--- config.mk ---
export PLATFORM = sky130hd
export DESIGN_NAME = hygro_i2c_target_flat
export DESIGN_NICKNAME = d
export VERILOG_FILES = /design/src/rtl/hygro_i2c_target_if.sv /design/src/rtl/hygro_i2c_target.sv /design/src/flat_wrapper.sv
export SDC_FILE = /design/constraint.sdc
export NUM_CORES = 1
export LEC_CHECK = 0
export BUFFER_PORTS_ARGS = -buffer_cell sky130_fd_sc_hd__buf_2
export CORE_MARGIN = 2
export CORE_UTILIZATION = 45
export DETAILED_ROUTE_END_ITERATION = 10
export PLACE_DENSITY = 0.63
export SLEW_MARGIN = 10
export SYNTH_ARGS = -nofsm -noshare
export SYNTH_HDL_FRONTEND = slang
export SYNTH_SLANG_ARGS = --single-unit
export TNS_END_PERCENT = 5
--- constraint.sdc ---
create_clock -name clk -period 2.4 [get_ports clk]
set_input_delay 0.12 -clock clk [delete_from_list [all_inputs] [get_ports clk]]
set_output_delay 0.12 -clock clk [all_outputs]
set_load 0.05 [all_outputs]
--- src/rtl/hygro_i2c_target_if.sv ---
`timescale 1ns/1ps
// I2C pin bundle for the hygrometer target: raw SCL/SDA levels in, open-drain SDA pull-down out.
interface hygro_i2c_target_if;
  logic scl_in;
  logic sda_in;
  logic sda_oe;

  modport slave  (input scl_in, input sda_in, output sda_oe);
  modport master (output scl_in, output sda_in, input sda_oe);
endinterface

--- src/rtl/hygro_i2c_target.sv ---
`timescale 1ns/1ps
// I2C target for a temperature/humidity sensor: an address write triggers a timed conversion,
// an address read returns the snapshot taken when that conversion finished.
module hygro_i2c_target #(
  parameter logic [6:0]  ADDR        = 7'h40,
  parameter logic [15:0] CONV_CYCLES = 16'd1000
) (
  input  logic               clk,
  input  logic               rst,
  hygro_i2c_target_if.slave  bus,
  input  logic [13:0]        tem_in,
  input  logic [13:0]        hum_in,
  output logic               meas_req,
  output logic               conv_busy,
  output logic               xfer_active
);

  typedef enum logic [2:0] {
    S_IDLE, S_ADDR, S_ADDR_ACK, S_WR, S_WR_ACK, S_RD, S_RD_ACK, S_IGNORE
  } state_t;

  logic       r_scl_meta, r_scl_sync, r_scl_prev;
  logic       r_sda_meta, r_sda_sync, r_sda_prev;
  logic [2:0] r_warm;

  state_t      r_state, w_state_next;
  logic [3:0]  r_bit_cnt, w_bit_cnt_next;
  logic [2:0]  r_byte_idx, w_byte_idx_next;
  logic [6:0]  r_shift, w_shift_next;
  logic        r_rw, w_rw_next;
  logic        r_ack_on, w_ack_on_next;
  logic        r_sda_oe, w_sda_oe_next;
  logic        r_xfer, w_xfer_next;
  logic        r_meas_req, w_meas_trig;

  logic        r_conv_busy;
  logic [15:0] r_conv_cnt;
  logic [13:0] r_snap_tem, r_snap_hum;

  logic        w_det_en, w_scl_rise, w_scl_fall, w_start, w_stop;
  logic [7:0]  w_addr_byte, w_rd_byte;
  logic [2:0]  w_bit_idx;

  // Sync chain resets to the idle-bus level; detection waits until the chain holds real samples
  // so a reset release mid-transfer cannot fabricate a START.
  always_ff @(posedge clk or posedge rst) begin
    if (rst) begin
      r_scl_meta <= 1'b1;
      r_scl_sync <= 1'b1;
      r_scl_prev <= 1'b1;
      r_sda_meta <= 1'b1;
      r_sda_sync <= 1'b1;
      r_sda_prev <= 1'b1;
      r_warm     <= 3'b000;
    end else begin
      r_scl_meta <= bus.scl_in;
      r_scl_sync <= r_scl_meta;
      r_scl_prev <= r_scl_sync;
      r_sda_meta <= bus.sda_in;
      r_sda_sync <= r_sda_meta;
      r_sda_prev <= r_sda_sync;
      r_warm     <= {r_warm[1:0], 1'b1};
    end
  end

  assign w_det_en   = r_warm[2];
  assign w_scl_rise = w_det_en &  r_scl_sync & ~r_scl_prev;
  assign w_scl_fall = w_det_en & ~r_scl_sync &  r_scl_prev;
  assign w_start    = w_det_en & r_scl_sync & r_scl_prev &  r_sda_prev & ~r_sda_sync;
  assign w_stop     = w_det_en & r_scl_sync & r_scl_prev & ~r_sda_prev &  r_sda_sync;

  assign w_addr_byte = {r_shift, r_sda_sync};
  assign w_bit_idx   = 3'd7 - r_bit_cnt[2:0];

  always_comb begin
    case (r_byte_idx)
      3'd0:    w_rd_byte = r_snap_tem[13:6];
      3'd1:    w_rd_byte = {r_snap_tem[5:0], 2'b00};
      3'd2:    w_rd_byte = r_snap_hum[13:6];
      3'd3:    w_rd_byte = {r_snap_hum[5:0], 2'b00};
      default: w_rd_byte = 8'hFF;
    endcase
  end

  always_ff @(posedge clk or posedge rst) begin
    if (rst) begin
      r_state    <= S_IDLE;
      r_bit_cnt  <= 4'd0;
      r_byte_idx <= 3'd0;
      r_shift    <= 7'd0;
      r_rw       <= 1'b0;
      r_ack_on   <= 1'b0;
      r_sda_oe   <= 1'b0;
      r_xfer     <= 1'b0;
      r_meas_req <= 1'b0;
    end else begin
      r_state    <= w_state_next;
      r_bit_cnt  <= w_bit_cnt_next;
      r_byte_idx <= w_byte_idx_next;
      r_shift    <= w_shift_next;
      r_rw       <= w_rw_next;
      r_ack_on   <= w_ack_on_next;
      r_sda_oe   <= w_sda_oe_next;
      r_xfer     <= w_xfer_next;
      r_meas_req <= w_meas_trig;
    end
  end

  always_comb begin
    w_state_next    = r_state;
    w_bit_cnt_next  = r_bit_cnt;
    w_byte_idx_next = r_byte_idx;
    w_shift_next    = r_shift;
    w_rw_next       = r_rw;
    w_ack_on_next   = r_ack_on;
    w_sda_oe_next   = r_sda_oe;
    w_xfer_next     = r_xfer;
    w_meas_trig     = 1'b0;
    if (w_stop) begin
      w_state_next  = S_IDLE;
      w_sda_oe_next = 1'b0;
      w_xfer_next   = 1'b0;
      w_ack_on_next = 1'b0;
    end else if (w_start) begin
      w_state_next    = S_ADDR;
      w_bit_cnt_next  = 4'd0;
      w_byte_idx_next = 3'd0;
      w_sda_oe_next   = 1'b0;
      w_xfer_next     = 1'b0;
      w_ack_on_next   = 1'b0;
    end else begin
      case (r_state)
        S_ADDR: begin
          if (w_scl_rise) begin
            w_shift_next   = w_addr_byte[6:0];
            w_rw_next      = r_sda_sync;
            w_bit_cnt_next = r_bit_cnt + 4'd1;
            if (r_bit_cnt == 4'd7) begin
              w_bit_cnt_next = 4'd0;
              // Reads are refused while a conversion is running so stale data is never returned.
              if (w_addr_byte[7:1] == ADDR && (!r_sda_sync || !r_conv_busy)) begin
                w_state_next  = S_ADDR_ACK;
                w_xfer_next   = 1'b1;
                w_ack_on_next = 1'b0;
              end else begin
                w_state_next = S_IGNORE;
              end
            end
          end
        end
        S_ADDR_ACK, S_WR_ACK: begin
          if (w_scl_fall) begin
            if (!r_ack_on) begin
              w_sda_oe_next = 1'b1;
              w_ack_on_next = 1'b1;
            end else begin
              w_ack_on_next  = 1'b0;
              w_sda_oe_next  = 1'b0;
              w_bit_cnt_next = 4'd0;
              if (r_state == S_WR_ACK || !r_rw) begin
                w_state_next = S_WR;
                if (r_state == S_ADDR_ACK) w_meas_trig = ~r_conv_busy;
              end else begin
                w_state_next   = S_RD;
                w_sda_oe_next  = ~w_rd_byte[7];
                w_bit_cnt_next = 4'd1;
              end
            end
          end
        end
        S_WR: begin
          if (w_scl_rise) begin
            w_bit_cnt_next = r_bit_cnt + 4'd1;
            if (r_bit_cnt == 4'd7) begin
              w_state_next   = S_WR_ACK;
              w_bit_cnt_next = 4'd0;
              w_ack_on_next  = 1'b0;
            end
          end
        end
        S_RD: begin
          if (w_scl_fall) begin
            if (r_bit_cnt[3]) begin
              w_sda_oe_next = 1'b0;
              w_state_next  = S_RD_ACK;
            end else begin
              w_sda_oe_next  = ~w_rd_byte[w_bit_idx];
              w_bit_cnt_next = r_bit_cnt + 4'd1;
            end
          end
        end
        S_RD_ACK: begin
          if (w_scl_rise) begin
            if (!r_sda_sync) begin
              w_state_next    = S_RD;
              w_bit_cnt_next  = 4'd0;
              w_byte_idx_next = (r_byte_idx == 3'd4) ? 3'd4 : r_byte_idx + 3'd1;
            end else begin
              w_state_next = S_IGNORE;
            end
          end
        end
        default: ;
      endcase
    end
  end

  // Conversion timer: busy for exactly CONV_CYCLES clocks, snapshot taken on the final one.
  always_ff @(posedge clk or posedge rst) begin
    if (rst) begin
      r_conv_busy <= 1'b0;
      r_conv_cnt  <= 16'd0;
      r_snap_tem  <= 14'd0;
      r_snap_hum  <= 14'd0;
    end else if (w_meas_trig) begin
      r_conv_busy <= 1'b1;
      r_conv_cnt  <= CONV_CYCLES;
    end else if (r_conv_busy) begin
      if (r_conv_cnt <= 16'd1) begin
        r_conv_cnt  <= 16'd0;
        r_conv_busy <= 1'b0;
        r_snap_tem  <= tem_in;
        r_snap_hum  <= hum_in;
      end else begin
        r_conv_cnt <= r_conv_cnt - 16'd1;
      end
    end
  end

  assign bus.sda_oe  = r_sda_oe;
  assign meas_req    = r_meas_req;
  assign conv_busy   = r_conv_busy;
  assign xfer_active = r_xfer;

endmodule

--- src/flat_wrapper.sv ---
// flat-port wrapper written by rule: the top's interface ports become plain ports
module hygro_i2c_target_flat 
#(
  parameter logic [6:0]  ADDR        = 7'h40,
  parameter logic [15:0] CONV_CYCLES = 16'd1000
)
  (clk, rst, tem_in, hum_in, meas_req, conv_busy, xfer_active, bus_scl_in, bus_sda_in, bus_sda_oe);
  hygro_i2c_target_if bus_i ();
  input  logic clk;
  input  logic rst;
  input  logic [13:0] tem_in;
  input  logic [13:0] hum_in;
  output logic meas_req;
  output logic conv_busy;
  output logic xfer_active;
  input wire logic [$bits(bus_i.scl_in)-1:0] bus_scl_in;
  input wire logic [$bits(bus_i.sda_in)-1:0] bus_sda_in;
  output wire logic [$bits(bus_i.sda_oe)-1:0] bus_sda_oe;
  assign bus_i.scl_in = bus_scl_in;
  assign bus_i.sda_in = bus_sda_in;
  assign bus_sda_oe = bus_i.sda_oe;
  hygro_i2c_target #(.ADDR(ADDR), .CONV_CYCLES(CONV_CYCLES)) u_core (.clk(clk), .rst(rst), .bus(bus_i), .tem_in(tem_in), .hum_in(hum_in), .meas_req(meas_req), .conv_busy(conv_busy), .xfer_active(xfer_active));
endmodule
==> metrics.cfg, run 1 <==
[die]
std_cell_rows = 34
ioPinCount = 36
die_w_microns = 99.0
core_sq_um = 8720
die_h_microns = 99.0
initial_core_util_pct = 46.5
dieArea_sq_um = 9790

[placed_design]
dp_hpwl_microns = 6370
gp_congestion = 0.875
dpl.cell_count = 535
portBuffers = 35
placed_area_sq_um = 4460
pre_cts_ws_ps = 68.7

[status]
status = finished, final reports clean

[timing]
setup_viol = 0
worst_slew_pin_slew_ps = 636
finalHoldWorstSlack_ps = 3.62
finalCritPeriodShare_pct = 96.6
clock.fmax_mhz = 431
finalMaxSlewViolations = 0
setup_ws_ps = 82.1
min_period_ps = 2320
hold_viol = 0
tns_ps = 0
fin_worst_skew_ps = 9.71
maxSlewHeadroom_pct = 57.6

[final_layout]
nets = 497
final_cell_area_sq_um = 4850
final_cells = 569
drive_above_1_share_pct = 29.1
area_growth_pct = 19.6
num_antenna_cells = 0

[critical_path]
crit_required_ps = 2640
cp_max_fo = 5
worst_ep_arrival_time_ps = 2560
cp-end-kind = register
worstSetupPathType = register to register
cp-start-kind = register

[synth]
synthXorXnorAreaFrac_pct = 0.648
synthAdderAreaFrac_pct = 3.02
synth_simple_gate_area_share_pct = 15.7
synth_cells = 390
async_flop_share_pct = 100
syn_area_per_cell_sq_um = 10.4
syn-num-nets = 431
yosys.area.top_type = dfrtp_1
synth.most_common_cell = dfrtp_1
synth-compound-area-share_pct = 19.0
synth.mux.area_fraction_pct = 11.0
synth_seq_cells = 75
synth_top_family_by_area = compound AO/OA/AOI/OAI gates
netlist_area_sq_um = 4060
synth.distinct_cells = 70
synth_edf_count = 0
synthTopCellsByArea = dfrtp_1 (43%), mux2_2 (10%), dfstp_2 (3.9%)
netlist_top_cells_count = dfrtp_1 (69), mux2_2 (36), nand2_1 (27), o21ai_0 (24), nor2_1 (18)
ys_seq_area_share_pct = 46.4
yosysWarnings = 0
synthFlopType = dfrtp_1
synth_top_cell_area_share_pct = 42.6

[power]
p_leak_nw = 2.17
p_int_mw = 2.96
seqPwrFrac_pct = 35.6
vdd_drop_max_mv = 0.803
power_density_nw_per_um2 = 1010
p_comb_share_pct = 43.8
pwr-share-clk_pct = 20.6
power.switching_mw = 1.97
switching_share_pct = 40.0

[worst_hold_path]
hp-class = primary input to register

[routing]
wl_per_cell_microns = 15.8
routed_via_density = 5.84
antenna_left = 0
wirelength_microns = 8970
drtIter0Drc = 186
vias = 3323
firstDrtPassIters = 6
drc = 0

[grt]
gr-total-overflow = 0
grt_pass1_vias = 3273
grt_max_degree = 34
grt_util_all_layers_pct = 19.5
antenna_found_initial = 0
grt_pass1_wl_microns = 15600

[clock_network]
clk_pin_slew_ps = 80
cts_sinks = 75
clock_latency_ps = 350
clockBufferDepth = 2
post_cts_buffers = 0
htreeDepth = 3
numCtsBuffers = 9
cts_tree = yes
root_buffer = clkbuf_8

[run]
maxCapViolCount = 0

## layout make-up
| type | count | area [sq um] |
|---|---|---|
| Clock buffer | 10 | 138 |
| Clock inverter | 6 | 71.3 |
| Fill cell | 767 | 3870 |
| Inverter | 12 | 45.0 |
| Multi-Input combinational cell | 278 | 2010 |
| Sequential cell | 75 | 1880 |
| Tap cell | 108 | 135 |
| Timing Repair Buffer | 80 | 571 |
## final timing paths
kind                                 startpoint  slack (ps)  depth (start not counted)                    end
setup / recovery           u_core.r_conv_cnt[9]          80                          6  u_core.r_conv_cnt[12]
hold / removal                        hum_in[0]           4                          2   u_core.r_snap_hum[0]
setup reg to reg           u_core.r_conv_cnt[9]          80                          6  u_core.r_conv_cnt[12]
hold reg to reg                u_core.r_warm[1]         350                          0       u_core.r_warm[2]
max in group asynchronous                   rst        1290                          4      u_core.r_scl_prev
min in group asynchronous                   rst         400                          3   u_core.r_conv_cnt[7]
## cells by family (layout without fill, tap and decap cells)
family / count (synthesis) / count (layout)
simple gates: 117 / 117
compound gates: 107 / 107
flops: 75 / 75
mux: 40 / 40
buf+inv: 37 / 108
fa+ha+maj: 10 / 10
xor+xnor: 3 / 3
other cells: 1 / 1
## worst max-delay path, cell delays in order, from the launching register on
cell and delay (ps):
dfrtp_1 430, or4_1 620, or4_4 480, o41ai_4 260
buf_4 200, o21ai_2 60, a21o_1 170
## through the flow
| stage | utilization, % | power [mW] |
|---|---|---|
| floorplan | - | 3.31 |
| global placement | 51.1 | 3.82 |
| detailed placement | 51.1 | 3.86 |
| CTS | 55.5 | 4.93 |
| global route | 55.7 | 5.30 |
| finish | 55.7 | 4.93 |
## power groups by stage
stage               combinational (mW)  sequential [mW]  clock [mW]
finish                            2.16             1.75        1.02
global route                      2.41             1.80        1.09
CTS                               2.13             1.75        1.05
detailed placement                2.09             1.77           0
global placement                  2.05             1.77           0
floorplan                         1.62             1.70           0
## layer usage
metal	global-route usage [%]	up-vias	wire, microns	share of wire, %
li1	-	1597	-	-
met2	31.4	72	4370	49
met5	0	-	0	0
met1	27.2	1646	4170	46
met4	5.27	0	63	0.70
met3	3.48	8	364	4.1
## registers in the layout, indices dropped and copies added (netlist names), 3 cells and up
signal,count
u_core.r_byte_idx,3
u_core.r_snap_hum,14
u_core.r_state,3
u_core.r_snap_tem,14
u_core.r_conv_cnt,16
u_core.r_warm,3
u_core.r_shift,7
u_core.r_bit_cnt,4
## repair_timing
action                                  CTS  global route
resized for setup                         0             2
endpoints found under the hold margin    40             1
endpoints found under the setup margin    0            31
hold buffers                             17             1
## cell usage in the layout, fill, tap and decap left out, drive strengths merged, types with 3 or more instances in the layout
master	n
a31oi	5
nand3	8
nand2b	8
dfstp	6
nand2	28
dlygate4sd3	18
nand4	3
o21ai	27
nor4	8
mux2	36
o22ai	5
dfrtp	69
a222oi	6
or3	5
nor3	12
nand3b	4
or2	6
clkbuf	10
buf	62
inv	14
o211ai	4
mux2i	4
a21oi	15
a221o	4
o21a	5
a21o	5
o31ai	5
o2bb2ai	3
nor2	18
ha	9
or4	5
No activity file was read; power rests on OpenSTA's default activity.
==> run 2, diff against run 1 <==
Settings changed: CORE_MARGIN 2 to default, HOLD_SLACK_MARGIN from default to 0.05, PLACE_DENSITY 0.63 to 0.61.
Clock period 2.4 ns to 2.3 ns, I/O delays scaled along.
==> run 2 against run 1 <==
  * Flip-flop and latch count unchanged
  * First-iteration DRC count fell by 15%
  * Largest power group unchanged
  * Sequential share of layout area shrank 1.5 points
  * Sequential power up 4%
  * Clock-buffer cell count shrank 1
  * Critical path depth unchanged
  * Via count is 1.8% higher
  * Maximum frequency is 3.7% higher
  * Critical path type unchanged
==> metrics.cfg, run 2 (same netlist as run 1, synthesis figures left out) <==
[clock_network]
post_cts_buffers = 0  ; unchanged
cts_tree = yes
htreeDepth = 3  ; unchanged
clockBufferDepth = 2  ; unchanged
clk_pin_slew_ps = 80  ; about the same
root_buffer = clkbuf_8
cts_sinks = 75  ; unchanged
numCtsBuffers = 9  ; unchanged
clock_latency_ps = 350  ; about the same

[final_layout]
num_antenna_cells = 0  ; unchanged
largestRegisters = u_core.r_conv_cnt (16), u_core.r_snap_hum (14), u_core.r_snap_tem (14)
nets = 515  ; +3.6%
drive_above_1_share_pct = 29.4  ; +0.37 points
mostFrequentLayoutCell = dfrtp_1
num-fill-cells = 753  ; -1.8%
area_growth_pct = 24.4
seqCellArea_sq_um = 1880  ; unchanged
largest-register = u_core.r_conv_cnt
final_cell_area_sq_um = 5050  ; +4.0%
multi_input_area_sq_um = 2020  ; +0.56%
largest_reg_flops = 16  ; unchanged
final_cell_mix = dfrtp_1 (69), mux2_2 (36), buf_2 (35)
final_cells = 587  ; +3.2%

[critical_path]
cp.buffers_inverters = 1  ; unchanged
cp-end-kind = register
critPathSlowestCell = or4_4
crit_chain = or4_4 -> or4_4 -> o41ai_4 -> buf_4 -> o21ai_2 -> a21o_1
cp_max_fo = 7  ; +2
crit_required_ps = 2550  ; -90 ps
worstSetupPathType = register to register
worst_ep_arrival_time_ps = 2480  ; -80 ps
cp-start-kind = register
critPathTopFamily = simple AND/OR/NAND/NOR gates
slowest_delay_ps = 560  ; -60 ps
path_common_cell = or4_4
cp.depth = 6  ; unchanged
ff2ff_path_depth = 6  ; unchanged

[timing]
finalMaxSlewViolations = 0  ; unchanged
worst_slew_pin_slew_ps = 621  ; -14.4 ps
hold_viol = 0  ; unchanged
setup_viol = 0  ; unchanged
clock.fmax_mhz = 447  ; +3.7%
rsz0062_at_grt = yes
min_period_ps = 2240  ; -82.8 ps
fin_worst_skew_ps = 10.6  ; +0.851 ps
finalHoldWorstSlack_ps = 357  ; +354 ps
maxSlewHeadroom_pct = 58.6  ; +1.0 points
finalCritPeriodShare_pct = 97.2  ; +0.60 points

[grt]
grt_util_all_layers_pct = 21.0  ; +1.6 points
grt_pass1_vias = 3246  ; -0.82%
antenna_found_initial = 0  ; unchanged
grt_pass1_wl_microns = 15700  ; +1.1%
use_met2_pct = 33.0  ; +1.6 points
top_usage_layer = met2
use_met3_pct = 3.54  ; +0.065 points
grt_max_degree = 43  ; +26%
grt_use_met1_pct = 28.7  ; +1.5 points
gr-total-overflow = 0  ; unchanged

[routing]
vias = 3382  ; +1.8%
wl_per_cell_microns = 15.8  ; about the same
antenna_left = 0  ; unchanged
wirelength_microns = 9250  ; +3.1%
firstDrtPassIters = 5  ; -1
drtIter0Drc = 159  ; -15%
routed_via_density = 5.76  ; -1.3%
drc = 0  ; unchanged

[die]
ioPinCount = 36  ; unchanged
dieArea_sq_um = 9400  ; -4.0%
die_h_microns = 97.0  ; -2.0%
initial_core_util_pct = 46.5  ; unchanged
die_w_microns = 97.0  ; -2.0%
std_cell_rows = 34  ; unchanged
core_sq_um = 8720  ; unchanged

[worst_hold_path]
hp-class = register to register
min_path_cells = 0  ; -2

[placed_design]
portBuffers = 35  ; unchanged
dpl.cell_count = 540  ; +0.93%
dp_hpwl_microns = 6400  ; +0.53%
gp_congestion = 0.861  ; -1.6%
placed_area_sq_um = 4500  ; +0.84%

[power]
vdd_drop_max_mv = 0.610  ; -24%
power_density_nw_per_um2 = 1060  ; +4.6%
power_mw = 5.36  ; +8.7%
p_leak_nw = 2.26  ; +4.0%

[status]
status = finished, final reports clean

[run]
maxCapViolCount = 0  ; unchanged

==> run 2: metrics by stage <==
| step | setup TNS (ps) | util (%) | setup slack (ps) |
|---|---|---|---|
| finish | 0 | 57.9 | 64.9 |
| global route | -21.0 | 57.9 | -8.70 |
| CTS | 0 | 57.7 | 22.9 |
| detailed placement | 0 | 51.5 | 44.1 |
| global placement | 0 | 51.5 | 66.5 |
| floorplan | 0 | - | 44.6 |
==> run 2: final timing paths <==
| kind | startpoint | to | slack (ps) |
|---|---|---|---|
| max | u_core.r_conv_cnt[8] | u_core.r_conv_cnt[12] | 60 |
| min | u_core.r_warm[1] | u_core.r_warm[2] | 360 |
| max reg2reg | u_core.r_conv_cnt[8] | u_core.r_conv_cnt[12] | 60 |
| min reg2reg | u_core.r_warm[1] | u_core.r_warm[2] | 360 |
| max in group asynchronous | rst | u_core.r_scl_prev | 1480 |
| min in group asynchronous | rst | u_core.conv_busy | 390 |
==> run 2: metal layers <==
metal / routed length, microns / part of all wire (%)
met2: 4390 / 47
met3: 435 / 4.7
met5: 0 / 0
met4: 184 / 2.0
met1: 4240 / 46
==> run 2: power by group <==
group	leakage (nW)	internal (mW)	switching, mW
Clock	0.110	0.618	0.525
Combinational	1.21	1.09	1.30
Sequential	0.936	1.56	0.261
Total	2.26	3.27	2.09
==> run 2: what timing repair did <==
action / 4_1_cts / 5_1_grt
hold buffers: 31 / 0
resized for setup: 0 / 5
endpoints found under the setup margin: 0 / 35
endpoints found under the hold margin: 99 / 0
==> run 2: area by class of cell <==
type	count	area share, %
inverter	12	0.892
clock buffer	9	2.45
sequential	75	37.3
multi-input combinational	278	40.1
tap	108	2.68
clock inverter	7	1.96
timing repair buffer	98	14.6
